File: config.mk
export PLATFORM = sky130hd
export DESIGN_NAME = clock_divmux
export DESIGN_NICKNAME = d
export VERILOG_FILES = /design/src/rtl/clock_divmux.sv
export SDC_FILE = /design/constraint.sdc
export NUM_CORES = 1
export LEC_CHECK = 0
export BUFFER_PORTS_ARGS = -buffer_cell sky130_fd_sc_hd__buf_2
export CORE_UTILIZATION = 40
export DETAILED_ROUTE_END_ITERATION = 8
export PLACE_DENSITY_LB_ADDON = 0.1
export REMOVE_ABC_BUFFERS = 1
export SLEW_MARGIN = 25
export SYNTH_ARGS = -nofsm -noshare
export SYNTH_HDL_FRONTEND = slang
export SYNTH_SLANG_ARGS = --single-unit
File: constraint.sdc
create_clock -name pll0_250MHz -period 2.3 [get_ports pll0_250MHz]
set_input_delay 0.115 -clock pll0_250MHz [delete_from_list [all_inputs] [get_ports pll0_250MHz]]
set_output_delay 0.115 -clock pll0_250MHz [all_outputs]
set_load 0.02 [all_outputs]
File: src/rtl/clock_divmux.sv
`timescale 1ns/1ps
// clock_divmux: CPU clock generator dividing the single PLL clock by one of four
// switch-selected ratios, with a synchronised/debounced selector and a clean hold-low.
module clock_divmux #(
  parameter int unsigned DIV_W     = 20,
  parameter int unsigned DIV0      = 1000000,
  parameter int unsigned DIV1      = 125,
  parameter int unsigned DIV2      = 8000,
  parameter int unsigned DIV3      = 10,
  parameter logic [1:0]  RESET_SEL = 2'b11,
  parameter int unsigned DEB_W     = 18,
  parameter int unsigned DEBOUNCE  = 250000
) (
  input  logic       pll0_250MHz,
  input  logic       reset,
  input  logic [1:0] sw,
  input  logic       hold,
  output logic       cpuclk,
  output logic       cpuclk_rise,
  output logic [1:0] sel_active,
  output logic       switch_pending,
  output logic       stopped
);

  localparam logic [DEB_W-1:0] DEB_MAX = DEB_W'(DEBOUNCE);

  logic [DIV_W-1:0] r_cnt;
  logic [DIV_W-1:0] w_div;
  logic [DIV_W-1:0] w_last;
  logic [DIV_W-1:0] w_half;
  logic [DIV_W-1:0] w_cnt_inc;
  logic             r_cpuclk;
  logic             r_rise;
  logic             r_stopped;
  logic [1:0]       r_sel_active;
  logic [1:0]       r_sel_req;
  logic [1:0]       r_sync1;
  logic [1:0]       r_sync2;
  logic [DEB_W-1:0] r_deb_cnt;
  logic [DEB_W-1:0] w_deb_next;
  logic             w_wrap;
  logic             w_sync_chg;
  logic             w_accept;

  always_comb begin
    case (r_sel_active)
      2'b00:   w_div = DIV_W'(DIV0);
      2'b01:   w_div = DIV_W'(DIV1);
      2'b10:   w_div = DIV_W'(DIV2);
      default: w_div = DIV_W'(DIV3);
    endcase
  end

  assign w_last    = w_div - DIV_W'(1);
  assign w_half    = w_div >> 1;
  assign w_cnt_inc = r_cnt + DIV_W'(1);
  assign w_wrap    = (r_cnt == w_last);

  // At the wrap the clock is already low; hold parks the counter there, so the
  // high phase always completes and the rise follows the first cycle without hold.
  always_ff @(posedge pll0_250MHz or posedge reset) begin
    if (reset) begin
      r_cnt        <= '0;
      r_cpuclk     <= 1'b0;
      r_rise       <= 1'b0;
      r_stopped    <= 1'b0;
      r_sel_active <= RESET_SEL;
    end else if (w_wrap) begin
      r_cpuclk  <= ~hold;
      r_rise    <= ~hold;
      r_stopped <= hold;
      if (!hold) begin
        r_cnt        <= '0;
        r_sel_active <= r_sel_req;
      end
    end else begin
      r_cnt  <= w_cnt_inc;
      r_rise <= 1'b0;
      if (w_cnt_inc == w_half) begin
        r_cpuclk <= 1'b0;
      end
    end
  end

  // r_sync1 != r_sync2 means the synchronised value changes on this edge.
  assign w_sync_chg = (r_sync1 != r_sync2);

  always_comb begin
    w_deb_next = r_deb_cnt;
    if (w_sync_chg) begin
      w_deb_next = '0;
    end else if (r_deb_cnt != DEB_MAX) begin
      w_deb_next = r_deb_cnt + DEB_W'(1);
    end
  end

  assign w_accept = !w_sync_chg && (w_deb_next == DEB_MAX) && (r_sync2 != r_sel_req);

  always_ff @(posedge pll0_250MHz or posedge reset) begin
    if (reset) begin
      r_sync1   <= RESET_SEL;
      r_sync2   <= RESET_SEL;
      r_deb_cnt <= '0;
      r_sel_req <= RESET_SEL;
    end else begin
      r_sync1   <= sw;
      r_sync2   <= r_sync1;
      r_deb_cnt <= w_deb_next;
      if (w_accept) begin
        r_sel_req <= r_sync2;
      end
    end
  end

  assign cpuclk         = r_cpuclk;
  assign cpuclk_rise    = r_rise;
  assign sel_active     = r_sel_active;
  assign stopped        = r_stopped;
  assign switch_pending = (r_sel_req != r_sel_active);

endmodule

# Yosys cells after proc, flatten, opt, wreduce, memory -nomap -nowiden
# Cells that the tools add are included.
[totals]
input_bits = 5
regBits = 49
output_inout_bits = 6
word_cells = 37
[classes]
addsub = 3
muxes = 8
bitwise_logic = 1
n_reduce_logical = 6
eq_ne = 10
[ops]
columns = ["operator", "n"]
rows = [
  ["one-hot mux 20 bit (3 select lines)", 1],
  ["2-to-1 mux 20 bit", 2],
  ["2-to-1 mux 18 bit", 2],
  ["adder 20 x 1 -> 20 bit, second input constant", 1],
  ["== test 20 x 19 -> 1 bit", 1],
  ["== test 20 bit", 1],
  ["subtractor 20 x 1 -> 20 bit, second input constant", 1],
  ["adder 18 x 1 -> 18 bit, second input constant", 1],
  ["== test 18 bit, second input constant", 1],
  ["!= test 18 bit, second input constant", 1],
  ["!= test 2 bit", 3],
  ["2-to-1 mux 1 bit", 3],
  ["== test 2 x 1 -> 1 bit, second input constant", 1],
  ["== test 2 bit, second input constant", 1],
  ["logical AND 1 bit", 2],
  ["zero test 2 bit", 1],
  ["!= test 2 bit, second input constant", 1],
  ["AND reduction 2 bit", 1],
  ["nonzero test 2 bit", 1],
  ["zero test 1 bit", 1],
  ["NOT 1 bit", 1],
]

# Longest topological paths before layout
[depth]
word_depth = 6
depth_mapped = 9
depth_no_buf = 8

# Worst setup path after synthesis
# No wires, ideal clock.
[synth_timing]
path_kind = "register to register"
startpoint = "register r_sel_active[1], in the netlist sel_active[1]"
endpoint = "register r_cpuclk, in the netlist cpuclk"
setup_time_ps = 134
synth_period_minus_slack_ps = 2334
stages_incl_launch_ff = 9
path_buffers = 1
t_arrival_ps = 2200
slack_ps = -34
path_cell_list = "dfstp_2 -> clkbuf_1 -> nor2_1 -> nor3_1 -> a21oi_1 -> and2_0 -> or4_1 -> a2111oi_0 -> a21oi_1"
[synth_between]
elab_chain_len = 5
elab_cells_between_ends = 9
[synth_rtl]
columns = ["item", "line_no", "rtl"]
rows = [
  ["from (decl)", "35", "logic [1:0] r_sel_active;"],
  ["from (signal assigned)", "74", "r_sel_active <= r_sel_req;"],
  ["== test 2 bit (tied with other cells)", "46", "case (r_sel_active)"],
  ["one-hot mux 20 bit (3 select lines) *", "46", ""],
  ["subtractor 20 x 1 -> 20 bit", "54", "assign w_last = w_div - DIV_W'(1);"],
  ["== test 20 bit", "57", "assign w_wrap = (r_cnt == w_last);"],
  ["2-to-1 mux 1 bit / nonzero test 2 bit (equally long branches)", "--", ""],
  ["to (signal assigned)", "69", "r_cpuclk <= ~hold;"],
  ["to (decl)", "32", "logic r_cpuclk;"],
]
# Every way passes the cells marked *; elsewhere a longest branch is shown, timed or not.
# A chain may end at the register's enable or synchronous reset.

# Final worst setup path
[layout_timing]
startpoint = "register r_cnt[2]"
endpoint = "register r_cpuclk, in the netlist cpuclk"
[layout_between]
elab_chain_len = 3
elab_cells_between_ends = 5
[layout_rtl]
columns = ["item", "line_no", "rtl"]
rows = [
  ["from (decl)", "27", "logic [DIV_W-1:0] r_cnt;"],
  ["from (signal assigned)", "77", "r_cnt <= w_cnt_inc;"],
  ["adder 20 x 1 -> 20 bit", "56", "assign w_cnt_inc = r_cnt + DIV_W'(1);"],
  ["== test 20 x 19 -> 1 bit", "79", "if (w_cnt_inc == w_half) begin"],
  ["nonzero test 2 bit (no line)", "--", ""],
]
# Several ways; a longest one is shown, not always the timed one.

==> flow_summary.toml <==
[status]
status = "finished, violations left"
violations = "negative setup slack"

[die]
core_um2 = 7370
pin_count = 11
rows = 31
die_y_um = 89.79
start_util_pct = 41.83
dieWidth_um = 89.79
dieArea_um2 = 8062

[global_routing]
track_usage_pct = 21.21
grt_max_degree = 20
grt_pass1_wl_mm = 13.60
antenna_found_initial = 0
grt_overflow = 0
first_global_vias = 2664

[clock_network]
cts_max_level = 2
clock-root-buffer = "clkbuf_8"
cts_sinks = 49
insertion_delay_ns = 0.32
cts_tree = "done"
cts_buffers = 5
path_clk_slew_ns = 0.10
cts_buffer_depth = 2

[logic_synthesis]
synth_area_um2 = 3083
synth-seq-cells = 49
syn_inst = 350
synth_edf_count = 0
yosysSeqAreaShare_pct = 40.10
ys_async_sr_fraction_pct = 100.0
yosysUniqueCellTypes = 53
synthFlopType = "dfrtp_1"
syn_avg_cell_area_um2 = 8.808
synth_warnings = 0

[cells_and_area]
antenna_cells = 0
fin_cells = 523
layout_commonest_cell = "buf_4"
finish.net_count = 431
area_growth_pct = 32.06
layout_common_cells = "buf_4, dfrtp_1, nand2_1, nor2_1, xnor2_1"
drive_gt1_share_pct = 35.61
fill_cells = 680

[worst_setup_path]
critPathKind = "flip-flop to flip-flop"
cp.required_ns = 2.48
worstReg2RegStart = "r_cnt[2]$_DFFE_PP0P_"
startpoint_type = "flip-flop"
reg2reg_slack_ns = -0.06
endpoint_kind = "flip-flop"
r2r-end = "cpuclk$_DFFE_PP0P_"
ff2ff_path_depth = 8
path_max_fanout = 5
worstPathArrival_ns = 2.55

[job]
max-cap-violations = 0

[timing]
slew_violations = 0
post-route-period-util_pct = 102.6
final-hold-violation-count = 0
final.setup_skew_ns = 0.01127
tightest_slew_ns = 0.3981
min_period_ns = 2.360
slew_headroom_pct = 73.42
grt_setup_unrepaired = "true"
setup_viol = 1
max_freq_mhz = 423.7
fin_ws_ns = -0.06038

[placement]
gp_routability_congestion = 0.8739
dp_cells = 503
numPortBuffers = 10
hpwl_mm = 6.117

[detailed_routing]
drt-pass1-iter-count = 4
ant_nets = 0
drc = 0
vias_per_cell = 5.375
wl_mm = 8.287
wl_per_cell_um = 15.85
num_vias = 2811
drt-initial-drc-count = 176

[worst_hold_path]
hold_start = "hold"
min_path_cells = 3
hold_end = "r_cnt[1]$_DFFE_PP0P_"
hp-class = "input port to flip-flop"

[pwr]
total_power_mw = 1.513
peakVddDrop_uv = 255.7
p_leak_nw = 1.661
powerDensity_nw_per_um2 = 371.5
-- registers in the layout, indices dropped and copies added, names as in the netlist --
signal	count
r_sync2	2
r_deb_cnt	18
cpuclk	1
r_cnt	20
stopped	1
sel_active	2
r_sel_req	2
r_sync1	2
cpuclk_rise	1
-- cell families (layout without fill, tap and decap cells) --
kind of cell,Yosys count,in the layout,synth area share (%)
and+or+nand+nor,152,152,26.18
AOI/OAI and AO/OA,63,63,12.83
DFF,49,49,40.10
xor gates and xnor gates,39,39,11.08
buffers and inverters,33,107,4.829
muxes,11,11,3.774
adders and majority gates,3,3,1.218
-- where the power goes --
part | switching (mW) | internal (mW)
Clock | 0.326 | 0.222
Sequential | 0.00836 | 0.872
Combinational | 0.0508 | 0.0335
Total | 0.386 | 1.13
-- layout make-up --
| type | instances | area, um2 | share of cell area, % |
|---|---|---|---|
| well taps | 99 | 123.9 | 3.042 |
| repair buffers | 87 | 646.9 | 15.89 |
| inverters | 12 | 45.04 | 1.106 |
| multi-input cells | 268 | 1921 | 47.17 |
| flip-flops and latches | 49 | 1240 | 30.45 |
| clock inverters | 3 | 26.28 | 0.6454 |
| clock buffers | 5 | 68.82 | 1.690 |
-- worst max path at each step --
stage                              start                   endpoint  cells past startpoint
3_3_place_gp   sel_active[0]$_DFFE_PP1P_         cpuclk$_DFFE_PP0P_                      8
2_1_floorplan  sel_active[0]$_DFFE_PP1P_  sel_active[0]$_DFFE_PP1P_                      7
6_report            r_cnt[2]$_DFFE_PP0P_         cpuclk$_DFFE_PP0P_                      8
5_1_grt             r_cnt[2]$_DFFE_PP0P_         cpuclk$_DFFE_PP0P_                      8
4_1_cts           r_deb_cnt[4]$_DFF_PP0_   r_sel_req[1]$_DFFE_PP1P_                      9
3_5_place_dp   sel_active[0]$_DFFE_PP1P_         cpuclk$_DFFE_PP0P_                      8
-- worst max-delay path: stages, from the launching register on --
cell and delay [ns]:
dfrtp_2 0.45, buf_6 0.13, and3_4 0.20, xnor2_4 0.13, nor4_2 0.27, a41oi_2 0.09
or4_4 0.58, a2111oi_4 0.26, a21oi_1 0.12
-- metal layers --
metal  vias to the layer above  wire [um]  track usage (%)
li1                       1386          -                -
met1                      1370       3994            29.89
met2                        40       3912            33.91
met3                        15        207            2.792
met4                         0        172            6.421
met5                         -          0                0
-- metrics by stage --
stage	cell area [um2]	hold WS (ns)	TNS, ns	setup slack (ns)	utilization [%]
after CTS	3816	0.1189	0	0.01118	51.78
final	4071	0.1407	-0.06038	-0.06038	55.25
after detailed placement	3646	0.1345	-0.3700	-0.2855	49.47
after floorplan	2979	0.1195	-14.48	-0.9678	-
after global routing	4071	0.1352	-0.1951	-0.06368	55.25
after global placement	3646	0.1323	-0.2539	-0.2539	49.47
-- repair_timing --
item,in CTS,in global routing
endpoints found under the setup margin,6,13
pin swaps,1,17
setup buffers,1,8
hold buffers,3,0
endpoints found under the hold margin,18,0
resized for setup,9,43
-- synth_stat cells (3+ instances only) --
master    number  area share [%]
nor4_1         6             1.2
mux2_2         5             1.8
nand3_1       24             3.9
ha_1           3             1.2
xor2_1        11             3.1
dfrtp_1       41              33
nand2_1       30             3.7
and3_1         6             1.2
inv_1         12             1.5
nor3_1        14             2.3
a21oi_1       18             2.9
dfstp_2        8             6.8
buf_2          8             1.3
or3_1          6             1.2
a31oi_1        3            0.61
nor2b_1        4            0.81
a41oi_1        3            0.85
o21ai_0       19             3.1
nand4_1       10             2.0
clkbuf_1      10             1.2
nor2_1        33             4.0
xnor2_1       28             8.0
mux2i_1        6             1.9
No activity file was read; power rests on OpenSTA's default activity.
